File: src/rtl/mem_req_sequencer_if.sv
// Purpose: request, memory-port and response signals of mem_req_sequencer.
// Latency: none, wires only.
// Backpressure: req_ready/rsp_ready handshakes carried through unchanged.
interface mem_req_sequencer_if #(
    parameter int ADDR_W = 4,
    parameter int DATA_W = 8
);
    logic              req_valid;
    logic              req_ready;
    logic              req_rw;
    logic [ADDR_W-1:0] req_addr;
    logic [DATA_W-1:0] req_wdata;
    logic              mem_rw;
    logic [ADDR_W-1:0] mem_addr;
    logic [DATA_W-1:0] mem_wdata;
    logic [DATA_W-1:0] mem_rdata;
    logic              rsp_valid;
    logic              rsp_ready;
    logic [DATA_W-1:0] rsp_data;

    // Sequencer side.
    modport slave (
        input  req_valid, req_rw, req_addr, req_wdata, mem_rdata, rsp_ready,
        output req_ready, mem_rw, mem_addr, mem_wdata, rsp_valid, rsp_data
    );

    // Requester/memory side.
    modport master (
        output req_valid, req_rw, req_addr, req_wdata, mem_rdata, rsp_ready,
        input  req_ready, mem_rw, mem_addr, mem_wdata, rsp_valid, rsp_data
    );
endinterface

File: src/rtl/mem_req_sequencer.sv
// Purpose: one memory op per accepted request; read data returned via a credit-protected response FIFO.
// Latency: memory op 1 cycle after accept, response pushed 2 cycles after accept.
// Backpressure: req_ready drops when in-flight reads plus FIFO occupancy reach DEPTH; optional
//   MEM_REQ_SEQ_WR_ACK_EN also returns a response (the written data) for every accepted write.
module mem_req_sequencer #(
    parameter int ADDR_W = 4,
    parameter int DATA_W = 8,
    parameter int DEPTH  = 4
) (
    input  logic                 clk,
    input  logic                 rst,
    mem_req_sequencer_if.slave   bus
);
    localparam int PTR_W = $clog2(DEPTH);
    localparam int CNT_W = $clog2(DEPTH + 1);
    localparam int OUT_W = $clog2(DEPTH + 3);

    logic              mem_rw_q, mem_rw_d;
    logic [ADDR_W-1:0] mem_addr_q, mem_addr_d;
    logic [DATA_W-1:0] mem_wdata_q, mem_wdata_d;
    logic              rd_p1_q, rd_p1_d;
    logic              rd_p2_q, rd_p2_d;
    logic [PTR_W-1:0]  wr_ptr_q, wr_ptr_d;
    logic [PTR_W-1:0]  rd_ptr_q, rd_ptr_d;
    logic [CNT_W-1:0]  fifo_count_q, fifo_count_d;
    logic [DATA_W-1:0] fifo_mem_q [DEPTH];
    logic [DATA_W-1:0] fifo_mem_d [DEPTH];
`ifdef MEM_REQ_SEQ_WR_ACK_EN
    logic              p1_wr_q, p1_wr_d;
    logic              p2_wr_q, p2_wr_d;
    logic [DATA_W-1:0] p2_dat_q, p2_dat_d;
`endif

    logic [OUT_W-1:0]  outstanding;
    logic              req_ready;
    logic              accept;
    logic              push;
    logic              pop;
    logic              fifo_full;
    logic [DATA_W-1:0] push_dat;

    // Credit decode: every response slot already promised counts, so the FIFO can never overflow.
    always_comb begin
        outstanding = OUT_W'(rd_p1_q) + OUT_W'(rd_p2_q) + OUT_W'(fifo_count_q);
        req_ready   = (outstanding < OUT_W'(DEPTH));
        accept      = bus.req_valid && req_ready;
    end

    // Issue stage: rw pulses for exactly one cycle per accepted write, address/data hold otherwise.
    always_comb begin
        mem_rw_d    = accept && bus.req_rw;
        mem_addr_d  = accept ? bus.req_addr  : mem_addr_q;
        mem_wdata_d = accept ? bus.req_wdata : mem_wdata_q;
    end

    // Response tracking pipeline aligned with the memory's registered read data.
    always_comb begin
        rd_p2_d = rd_p1_q;
`ifdef MEM_REQ_SEQ_WR_ACK_EN
        rd_p1_d  = accept;
        p1_wr_d  = accept && bus.req_rw;
        p2_wr_d  = p1_wr_q;
        p2_dat_d = p1_wr_q ? mem_wdata_q : p2_dat_q;
        push_dat = p2_wr_q ? p2_dat_q : bus.mem_rdata;
`else
        rd_p1_d  = accept && !bus.req_rw;
        push_dat = bus.mem_rdata;
`endif
    end

    // Response FIFO: circular buffer with explicit pointer wrap so DEPTH need not be a power of two.
    always_comb begin
        push         = rd_p2_q;
        pop          = bus.rsp_ready && (fifo_count_q != '0);
        fifo_full    = (fifo_count_q == CNT_W'(DEPTH));
        fifo_mem_d   = fifo_mem_q;
        wr_ptr_d     = wr_ptr_q;
        rd_ptr_d     = rd_ptr_q;
        fifo_count_d = fifo_count_q;
        if (push) begin
            fifo_mem_d[wr_ptr_q] = push_dat;
            wr_ptr_d = (wr_ptr_q == PTR_W'(DEPTH - 1)) ? '0 : wr_ptr_q + PTR_W'(1);
        end
        if (pop) begin
            rd_ptr_d = (rd_ptr_q == PTR_W'(DEPTH - 1)) ? '0 : rd_ptr_q + PTR_W'(1);
        end
        case ({push, pop})
            2'b10:   fifo_count_d = fifo_count_q + CNT_W'(1);
            2'b01:   fifo_count_d = fifo_count_q - CNT_W'(1);
            default: fifo_count_d = fifo_count_q;
        endcase
    end

    // State registers; reset drops in-flight reads and FIFO contents.
    always_ff @(posedge clk or posedge rst) begin
        if (rst) begin
            mem_rw_q     <= 1'b0;
            mem_addr_q   <= '0;
            mem_wdata_q  <= '0;
            rd_p1_q      <= 1'b0;
            rd_p2_q      <= 1'b0;
            wr_ptr_q     <= '0;
            rd_ptr_q     <= '0;
            fifo_count_q <= '0;
            for (int i = 0; i < DEPTH; i++) fifo_mem_q[i] <= '0;
`ifdef MEM_REQ_SEQ_WR_ACK_EN
            p1_wr_q      <= 1'b0;
            p2_wr_q      <= 1'b0;
            p2_dat_q     <= '0;
`endif
        end else begin
            mem_rw_q     <= mem_rw_d;
            mem_addr_q   <= mem_addr_d;
            mem_wdata_q  <= mem_wdata_d;
            rd_p1_q      <= rd_p1_d;
            rd_p2_q      <= rd_p2_d;
            wr_ptr_q     <= wr_ptr_d;
            rd_ptr_q     <= rd_ptr_d;
            fifo_count_q <= fifo_count_d;
            fifo_mem_q   <= fifo_mem_d;
`ifdef MEM_REQ_SEQ_WR_ACK_EN
            p1_wr_q      <= p1_wr_d;
            p2_wr_q      <= p2_wr_d;
            p2_dat_q     <= p2_dat_d;
`endif
        end
    end

    // Credits guarantee a push into a full FIFO always coincides with a pop.
    assert property (@(posedge clk) disable iff (rst) !(push && !pop && fifo_full));

    assign bus.req_ready = req_ready;
    assign bus.mem_rw    = mem_rw_q;
    assign bus.mem_addr  = mem_addr_q;
    assign bus.mem_wdata = mem_wdata_q;
    assign bus.rsp_valid = (fifo_count_q != '0);
    assign bus.rsp_data  = fifo_mem_q[rd_ptr_q];
endmodule
File: src/flat_wrapper.sv
// flat-port wrapper written by rule: the top's interface ports become plain ports
module mem_req_sequencer_flat 
#(
    parameter int ADDR_W = 4,
    parameter int DATA_W = 8,
    parameter int DEPTH  = 4
)
  (clk, rst, bus_req_valid, bus_req_rw, bus_req_addr, bus_req_wdata, bus_mem_rdata, bus_rsp_ready, bus_req_ready, bus_mem_rw, bus_mem_addr, bus_mem_wdata, bus_rsp_valid, bus_rsp_data);
  mem_req_sequencer_if #(.ADDR_W(ADDR_W), .DATA_W(DATA_W)) bus_i ();
  input  logic clk;
  input  logic rst;
  input wire logic [$bits(bus_i.req_valid)-1:0] bus_req_valid;
  input wire logic [$bits(bus_i.req_rw)-1:0] bus_req_rw;
  input wire logic [$bits(bus_i.req_addr)-1:0] bus_req_addr;
  input wire logic [$bits(bus_i.req_wdata)-1:0] bus_req_wdata;
  input wire logic [$bits(bus_i.mem_rdata)-1:0] bus_mem_rdata;
  input wire logic [$bits(bus_i.rsp_ready)-1:0] bus_rsp_ready;
  output wire logic [$bits(bus_i.req_ready)-1:0] bus_req_ready;
  output wire logic [$bits(bus_i.mem_rw)-1:0] bus_mem_rw;
  output wire logic [$bits(bus_i.mem_addr)-1:0] bus_mem_addr;
  output wire logic [$bits(bus_i.mem_wdata)-1:0] bus_mem_wdata;
  output wire logic [$bits(bus_i.rsp_valid)-1:0] bus_rsp_valid;
  output wire logic [$bits(bus_i.rsp_data)-1:0] bus_rsp_data;
  assign bus_i.req_valid = bus_req_valid;
  assign bus_i.req_rw = bus_req_rw;
  assign bus_i.req_addr = bus_req_addr;
  assign bus_i.req_wdata = bus_req_wdata;
  assign bus_i.mem_rdata = bus_mem_rdata;
  assign bus_i.rsp_ready = bus_rsp_ready;
  assign bus_req_ready = bus_i.req_ready;
  assign bus_mem_rw = bus_i.mem_rw;
  assign bus_mem_addr = bus_i.mem_addr;
  assign bus_mem_wdata = bus_i.mem_wdata;
  assign bus_rsp_valid = bus_i.rsp_valid;
  assign bus_rsp_data = bus_i.rsp_data;
  mem_req_sequencer #(.ADDR_W(ADDR_W), .DATA_W(DATA_W), .DEPTH(DEPTH)) u_core (.clk(clk), .rst(rst), .bus(bus_i));
endmodule
File: config.mk
export PLATFORM = sky130hd
export DESIGN_NAME = mem_req_sequencer_flat
export DESIGN_NICKNAME = d
export VERILOG_FILES = /design/src/rtl/mem_req_sequencer_if.sv /design/src/rtl/mem_req_sequencer.sv /design/src/flat_wrapper.sv
export SDC_FILE = /design/constraint.sdc
export NUM_CORES = 1
export LEC_CHECK = 0
export ABC_AREA = 1
export CELL_PAD_IN_SITES_DETAIL_PLACEMENT = 1
export CELL_PAD_IN_SITES_GLOBAL_PLACEMENT = 2
export CORE_UTILIZATION = 30
export DETAILED_ROUTE_END_ITERATION = 7
export PLACE_DENSITY_LB_ADDON = 0.1
export SLEW_MARGIN = 20
export SYNTH_ARGS = -nofsm -noshare
export SYNTH_HDL_FRONTEND = slang
export SYNTH_SLANG_ARGS = --single-unit
File: constraint.sdc
create_clock -name clk -period 5.4 [get_ports clk]
set_input_delay 0.54 -clock clk [delete_from_list [all_inputs] [get_ports clk]]
set_output_delay 0.54 -clock clk [all_outputs]
set_load 0.03 [all_outputs]
==> impl_metrics.toml, run 1 <==
[min_path]
hold_path_end = "u_core.push$_DFF_PP0_"
holdPathStages = 0
worst_hold_startpoint = "u_core.rd_p1_q$_DFF_PP0_"
holdCritPathClass = "flip-flop to flip-flop"

[detailed_routing]
detailedRoute.firstIterationViolations = 69
drt_wl_total_mm = 6.03
routedWlPerCell_um = 14.7
final_antenna_net_count = 0
detail_route.first_pass.iterations = 4
route.vias.total = 1893
vias_per_cell = 4.61
drcViolationCount = 0

[synthesis]
netlist_top_cells_area = "dfrtp_1 (55%), o21ai_0 (11%), nand2_1 (10%), ha_1 (4.1%), inv_1 (3.1%)"
synth.top_cell.area_share_pct = 55.2
synth_cell_type_count = 22
net_count_synth = 300
synth_cells = 266
synth_async_sr_flop_share_pct = 100
synthesis.area_per_instance_sq_um = 9.21
synth_compound_area_share_pct = 13.1
synth-edff-count = 0
synth_sequential_area_ratio_pct = 55.2
muxShareOfSynthArea_pct = 0
top_count_cell_post_synth = "nand2_1"
yosys-top-cells-count = "nand2_1 (68), dfrtp_1 (54), o21ai_0 (53), inv_1 (20), nor2_1 (19)"
yosys_register_bits = 54
simple_gate_portion_of_the_synthesized_area_pct = 19.2
synth_adder_area_share_pct = 4.90
synthesized_area_fraction_occupied_by_xor_and_xnor_cells_pct = 0.715
synthDominantAreaCellType = "dfrtp_1"
synth-warning-count = 0
synth_area_sq_um = 2450
dominant_combinational_cell_family_by_area_after_synthesis = "simple AND/OR/NAND/NOR gates"
ys_dominant_reg_cell = "dfrtp_1"

[outcome]
outcome = "finished, final reports clean"

[critical_path]
timing.critical_path.slowest_stage_cell = "clkdlybuf4s50_1"
rr_startpoint = "u_core.fifo_count_q[0]$_DFFE_PP0P_"
worst-path-buf-inv = 1
cp_cell_sequence = "ha_1 -> ha_1 -> nand3_2 -> nand3_2 -> and2_1 -> clkdlybuf4s50_1"
r2r-end = "u_core.fifo_count_q[2]$_DFFE_PP0P_"
worstPathMaxFanout = 14
worst_path_largest_cell_delay_ps = 580
rrSetupSlack_ps = 3320
worst_setup_path_end_kind = "output pin"
rr_worst_depth = 9
cp_data_arrival_time_ps = 2550
critical_path.startpoint_type = "flip-flop"
critPathKind = "flip-flop to output pin"
cp_data_required_time_ps = 4860
worst_path_dominant_cell_family = "simple AND/OR/NAND/NOR gates"

[sta]
timing.slew.headroom_pct = 53.2
grt_setup_unrepaired = "no"
tightest_slew_ps = 702
final-max-slew-violation-count = 0
final_period_minus_worst_setup_slack_ps = 3090
finalSetupTns_ps = 0
worst_clock_skew_ps = 8.87
clock.fmax_mhz = 324
holdWs_ps = 418
hold_violations = 0
finalCritPeriodShare_pct = 57.1
final-setup-viol-count = 0

[finish]
postLayoutCoreUtil_pct = 39.3
flow.area_growth_from_synthesis_pct = 25.4
drive_gt1_share_pct = 4.53
antennaDiodeCount = 0
finish.net_count = 343

[grt]
grt_antenna_before_repair = 0
first_global_vias = 2049
gr-total-overflow = 0
grt_usage_pct = 16.3
grt_first_pass_wirelength_mm = 10.6
largest_net_degree_at_the_start_of_global_routing = 55

[clock_tree]
postCtsHoldBufs = 0
cts_repair_resize_count = 0
cts_tree = "done"
clkSinkCount = 54
path_clk_slew_ps = 90
clockRootBuffer = "clkbuf_8"
tritoncts_buffers = 5
cts-htree-levels = 2
cts_setup_buffers = 0
cts_buffer_depth = 2
clock_latency_ps = 310

[job]
maxCapViolations = 0

[power_and_ir_drop]
power.share.switching_pct = 42.3
p_clk_share_pct = 14.6
power.combinational.fraction_pct = 47.2
total_power_uw = 1930
internal-power_uw = 1120
power_per_standard_cell_area_nw_per_um2 = 629
static-leakage-power_uw = 0.00144
net-switching-power_uw = 817
seqPwrFrac_pct = 38.1
vdd_drop_max_mv = 0.226

[placement]
portBuffers = 47
routabilityCongestion = 0.662
dp_hpwl_mm = 3.99

[die]
io_pins = 48
fp-row-count = 32
initial_utilization_pct = 31.4
die_width_um = 92.4
dieArea_sq_um = 8530
vertical_die_dimension_um = 92.4
placeableCoreArea_sq_um = 7810
[power groups by stage]
| stage | sequential [uW] | combinational [uW] | clock [uW] |
|---|---|---|---|
| finish | 737 | 913 | 283 |
| global route | 774 | 1030 | 308 |
| CTS | 744 | 933 | 293 |
| detailed placement | 750 | 928 | 0 |
| global placement | 745 | 918 | 0 |
| floorplan | 782 | 555 | 0 |
[cells by family after synthesis]
logic type / Yosys count
and+or+nand+nor: 107
AOI/OAI and AO/OA: 62
xor gates and xnor gates: 2
DFF: 54
adders and majority gates: 9
buffers and inverters: 32
[final cells by class]
class                   count  area, sq um
well taps                 102          128
flip-flops and latches     54         1350
repair buffers             48          478
inverters                  20         75.1
fillers                   928         4740
multi-input cells         180          927
clock inverters             1         30.0
clock buffers               6         82.6
[flip-flops by register name, indices dropped and copies added, names as in the netlist]
name                  flops
u_core.rd_p1_q            1
u_core.bus.mem_addr       4
u_core.fifo_mem_q        32
u_core.push               1
u_core.rd_ptr_q           2
u_core.fifo_count_q       3
u_core.bus.mem_wdata      8
u_core.bus.mem_rw         1
u_core.wr_ptr_q           2
[worst max path at each step]
stage / startpoint / end / slack, ps / depth (start not counted)
CTS: u_core.push$_DFF_PP0_ / bus_req_ready / 2270 / 7
global placement: u_core.push$_DFF_PP0_ / bus_req_ready / 2640 / 6
finish: u_core.push$_DFF_PP0_ / bus_req_ready / 2310 / 6
global route: u_core.rd_ptr_q[0]$_DFFE_PP0N_ / bus_rsp_data[7] / 2090 / 4
detailed placement: u_core.push$_DFF_PP0_ / bus_req_ready / 2640 / 7
floorplan: u_core.fifo_count_q[0]$_DFFE_PP0P_ / u_core.fifo_count_q[2]$_DFFE_PP0P_ / 3300 / 9
[worst reg2reg max path: stages (launching register included)]
cell	delay, ps
dfrtp_1	410
inv_1	90
nand3_1	110
and2_1	240
ha_1	180
inv_1	70
fa_1	380
or2_2	300
nand2_1	80
xor2_1	150
[stage by stage]
step | worst slack (ps) | cells | instance area (sq um)
after CTS | 2270 | 411 | 3070
after global placement | 2640 | 404 | 2960
after detailed placement | 2640 | 404 | 2960
after global routing | 2090 | 411 | 3070
final | 2310 | 411 | 3070
after floorplan | 3300 | 266 | 2450
[cells in the final DEF (no fill, tap or decap), types with 2 or more instances in the layout]
cell / count
nand2_1: 68
nand4_1: 12
clkbuf_8: 6
dfrtp_1: 54
clkdlybuf4s50_1: 47
nand3_2: 2
nor2_1: 19
o21ai_0: 53
ha_1: 8
o22ai_1: 8
and2_1: 2
inv_1: 19
[routing by layer]
layer,up-vias,global-route usage (%),part of all wire [%]
met2,39,26.2,46
met3,6,5.67,6.0
li1,959,-,-
met1,889,20.4,46
met4,0,5.21,1.3
met5,-,0,0
Power figures use the tool's default switching activity.
==> inputs of run 2 (changes only) <==
==> constraint.sdc (replaced) <==
create_clock -name clk -period 2.9 [get_ports clk]
set_input_delay 0.29 -clock clk [delete_from_list [all_inputs] [get_ports clk]]
set_output_delay 0.29 -clock clk [all_outputs]
set_load 0.03 [all_outputs]
==> impl_metrics.toml, run 2 (synthesis gave the netlist of run 1 again) <==
[detailed_routing]
highest-signal-layer = "met4"
detailedRoute.firstIterationViolations = 56
vias_per_cell = 4.67
drcViolationCount = 0
final_antenna_net_count = 0
met3RoutedLength_um = 307
drt_wl_total_mm = 6.02
detailroute.wirelength.met2_mm = 2.95
route.vias.total = 1946
detail_route.first_pass.iterations = 4
met1Wirelength_mm = 2.70
routedWlPerCell_um = 14.4

[sta]
final_period_minus_worst_setup_slack_ps = 2460
finalSetupTns_ps = 0
clock.fmax_mhz = 407
final-max-slew-violation-count = 0
final-setup-viol-count = 0
tightest_slew_ps = 573
timing.slew.headroom_pct = 61.7
finalCritPeriodShare_pct = 84.7
hold_violations = 0
worst_clock_skew_ps = 7.24
grt_setup_unrepaired = "no"

[finish]
multi_input_area_sq_um = 927
postLayoutCoreUtil_pct = 39.8
finalInstanceArea_sq_um = 3110
stdcell_count = 417
antennaDiodeCount = 0
layout.cells.most_common_list = "nand2_1 (68), dfrtp_1 (54), o21ai_0 (53), clkdlybuf4s50_1 (46)"
number_of_fillers_in_the_final_layout = 926
finish.net_count = 348
seqCellArea_sq_um = 1350
largest-register = "u_core.fifo_mem_q"
max_reg_flops = 32
drive_gt1_share_pct = 6.03
flow.area_growth_from_synthesis_pct = 26.9
layout_commonest_cell = "nand2_1"

[die]
placeableCoreArea_sq_um = 7810
vertical_die_dimension_um = 92.4
die_width_um = 92.4
io_pins = 48
initial_utilization_pct = 31.4
fp-row-count = 32
dieArea_sq_um = 8530

[critical_path]
cp_data_required_time_ps = 2610
critical_path.startpoint_type = "flip-flop"
worstPathMaxFanout = 10
timing.critical_path.slowest_stage_cell = "clkdlybuf4s50_1"
cp_data_arrival_time_ps = 2170
worst_path_largest_cell_delay_ps = 710
cp_cell_sequence = "inv_1 -> o21ai_0 -> o22ai_1 -> clkdlybuf4s50_1"
critPathKind = "flip-flop to output pin"
worst_setup_path_end_kind = "output pin"

[placement]
portBuffers = 47
routabilityCongestion = 0.660
cell_count_after_placement = 409
dp_hpwl_mm = 4.24
post_dp_cell_area_sq_um = 3000

[clock_tree]
cts-htree-levels = 2
cts_setup_buffers = 0
clock_latency_ps = 310
cts_repair_resize_count = 0
clkSinkCount = 54
tritoncts_buffers = 5
postCtsHoldBufs = 0
cts_buffer_depth = 2
cts_tree = "done"
path_clk_slew_ps = 100
clockRootBuffer = "clkbuf_8"

[grt]
gr-total-overflow = 0
grt_usage_pct = 15.6
first_global_vias = 2042
grt_first_pass_wirelength_mm = 10.3
largest_net_degree_at_the_start_of_global_routing = 27
grt_antenna_before_repair = 0

[min_path]
holdCritPathClass = "input pin to async pin"

[power_and_ir_drop]
total_power_uw = 3630
static-leakage-power_uw = 0.00146
power_per_standard_cell_area_nw_per_um2 = 1170
vdd_drop_max_mv = 0.325

[outcome]
outcome = "finished, final reports clean"

[job]
maxCapViolations = 0
[run 2: area by class of cell]
cell class                 instances  share of cell area (%)
sequential                        54                    43.5
clock buffer                       6                    2.33
tap                              102                    4.10
inverter                          20                    2.41
multi-input combinational        180                    29.8
timing repair buffer              53                    16.7
clock inverter                     2                    1.21
[run 2: final timing paths]
path,from,endpoint,slack (ps),cells past startpoint
setup / recovery,u_core.rd_ptr_q[1]$_DFFE_PP0N_,bus_rsp_data[3],440,4
hold / removal,rst,u_core.fifo_mem_q[21]$_DFFE_PP0P_,360,2
setup reg to reg,u_core.fifo_count_q[0]$_DFFE_PP0P_,u_core.fifo_count_q[2]$_DFFE_PP0P_,830,9
hold reg to reg,u_core.rd_p1_q$_DFF_PP0_,u_core.push$_DFF_PP0_,390,0
max in group asynchronous,rst,u_core.fifo_count_q[1]$_DFFE_PP0P_,1890,3
min in group clk,u_core.rd_p1_q$_DFF_PP0_,u_core.push$_DFF_PP0_,390,0
[run 2: report_power, final]
group          switching [uW]  internal, uW  total [uW]
Clock                     249           258         507
Combinational            1060           722        1780
Sequential                232          1110        1350
Total                    1540          2100        3630
[run 2: through the flow]
stage	hold slack (ps)	worst slack [ps]
after floorplan	356	797
after global placement	364	454
after detailed placement	375	412
after CTS	367	52.8
after global routing	388	254
final	356	443
[run 2: critical path, delay by kind of cell, from the launching register on]
family / cells / cell delay [ps]
buffers and inverters: 2 / 1020
flip-flops: 1 / 510
AO/OA/AOI/OAI: 2 / 320
[run 2: per-layer routing]
metal,vias up,GRT usage [%]
met4,0,3.91
met2,40,26.5
met5,-,0
met3,6,4.35
met1,932,19.5
li1,968,-
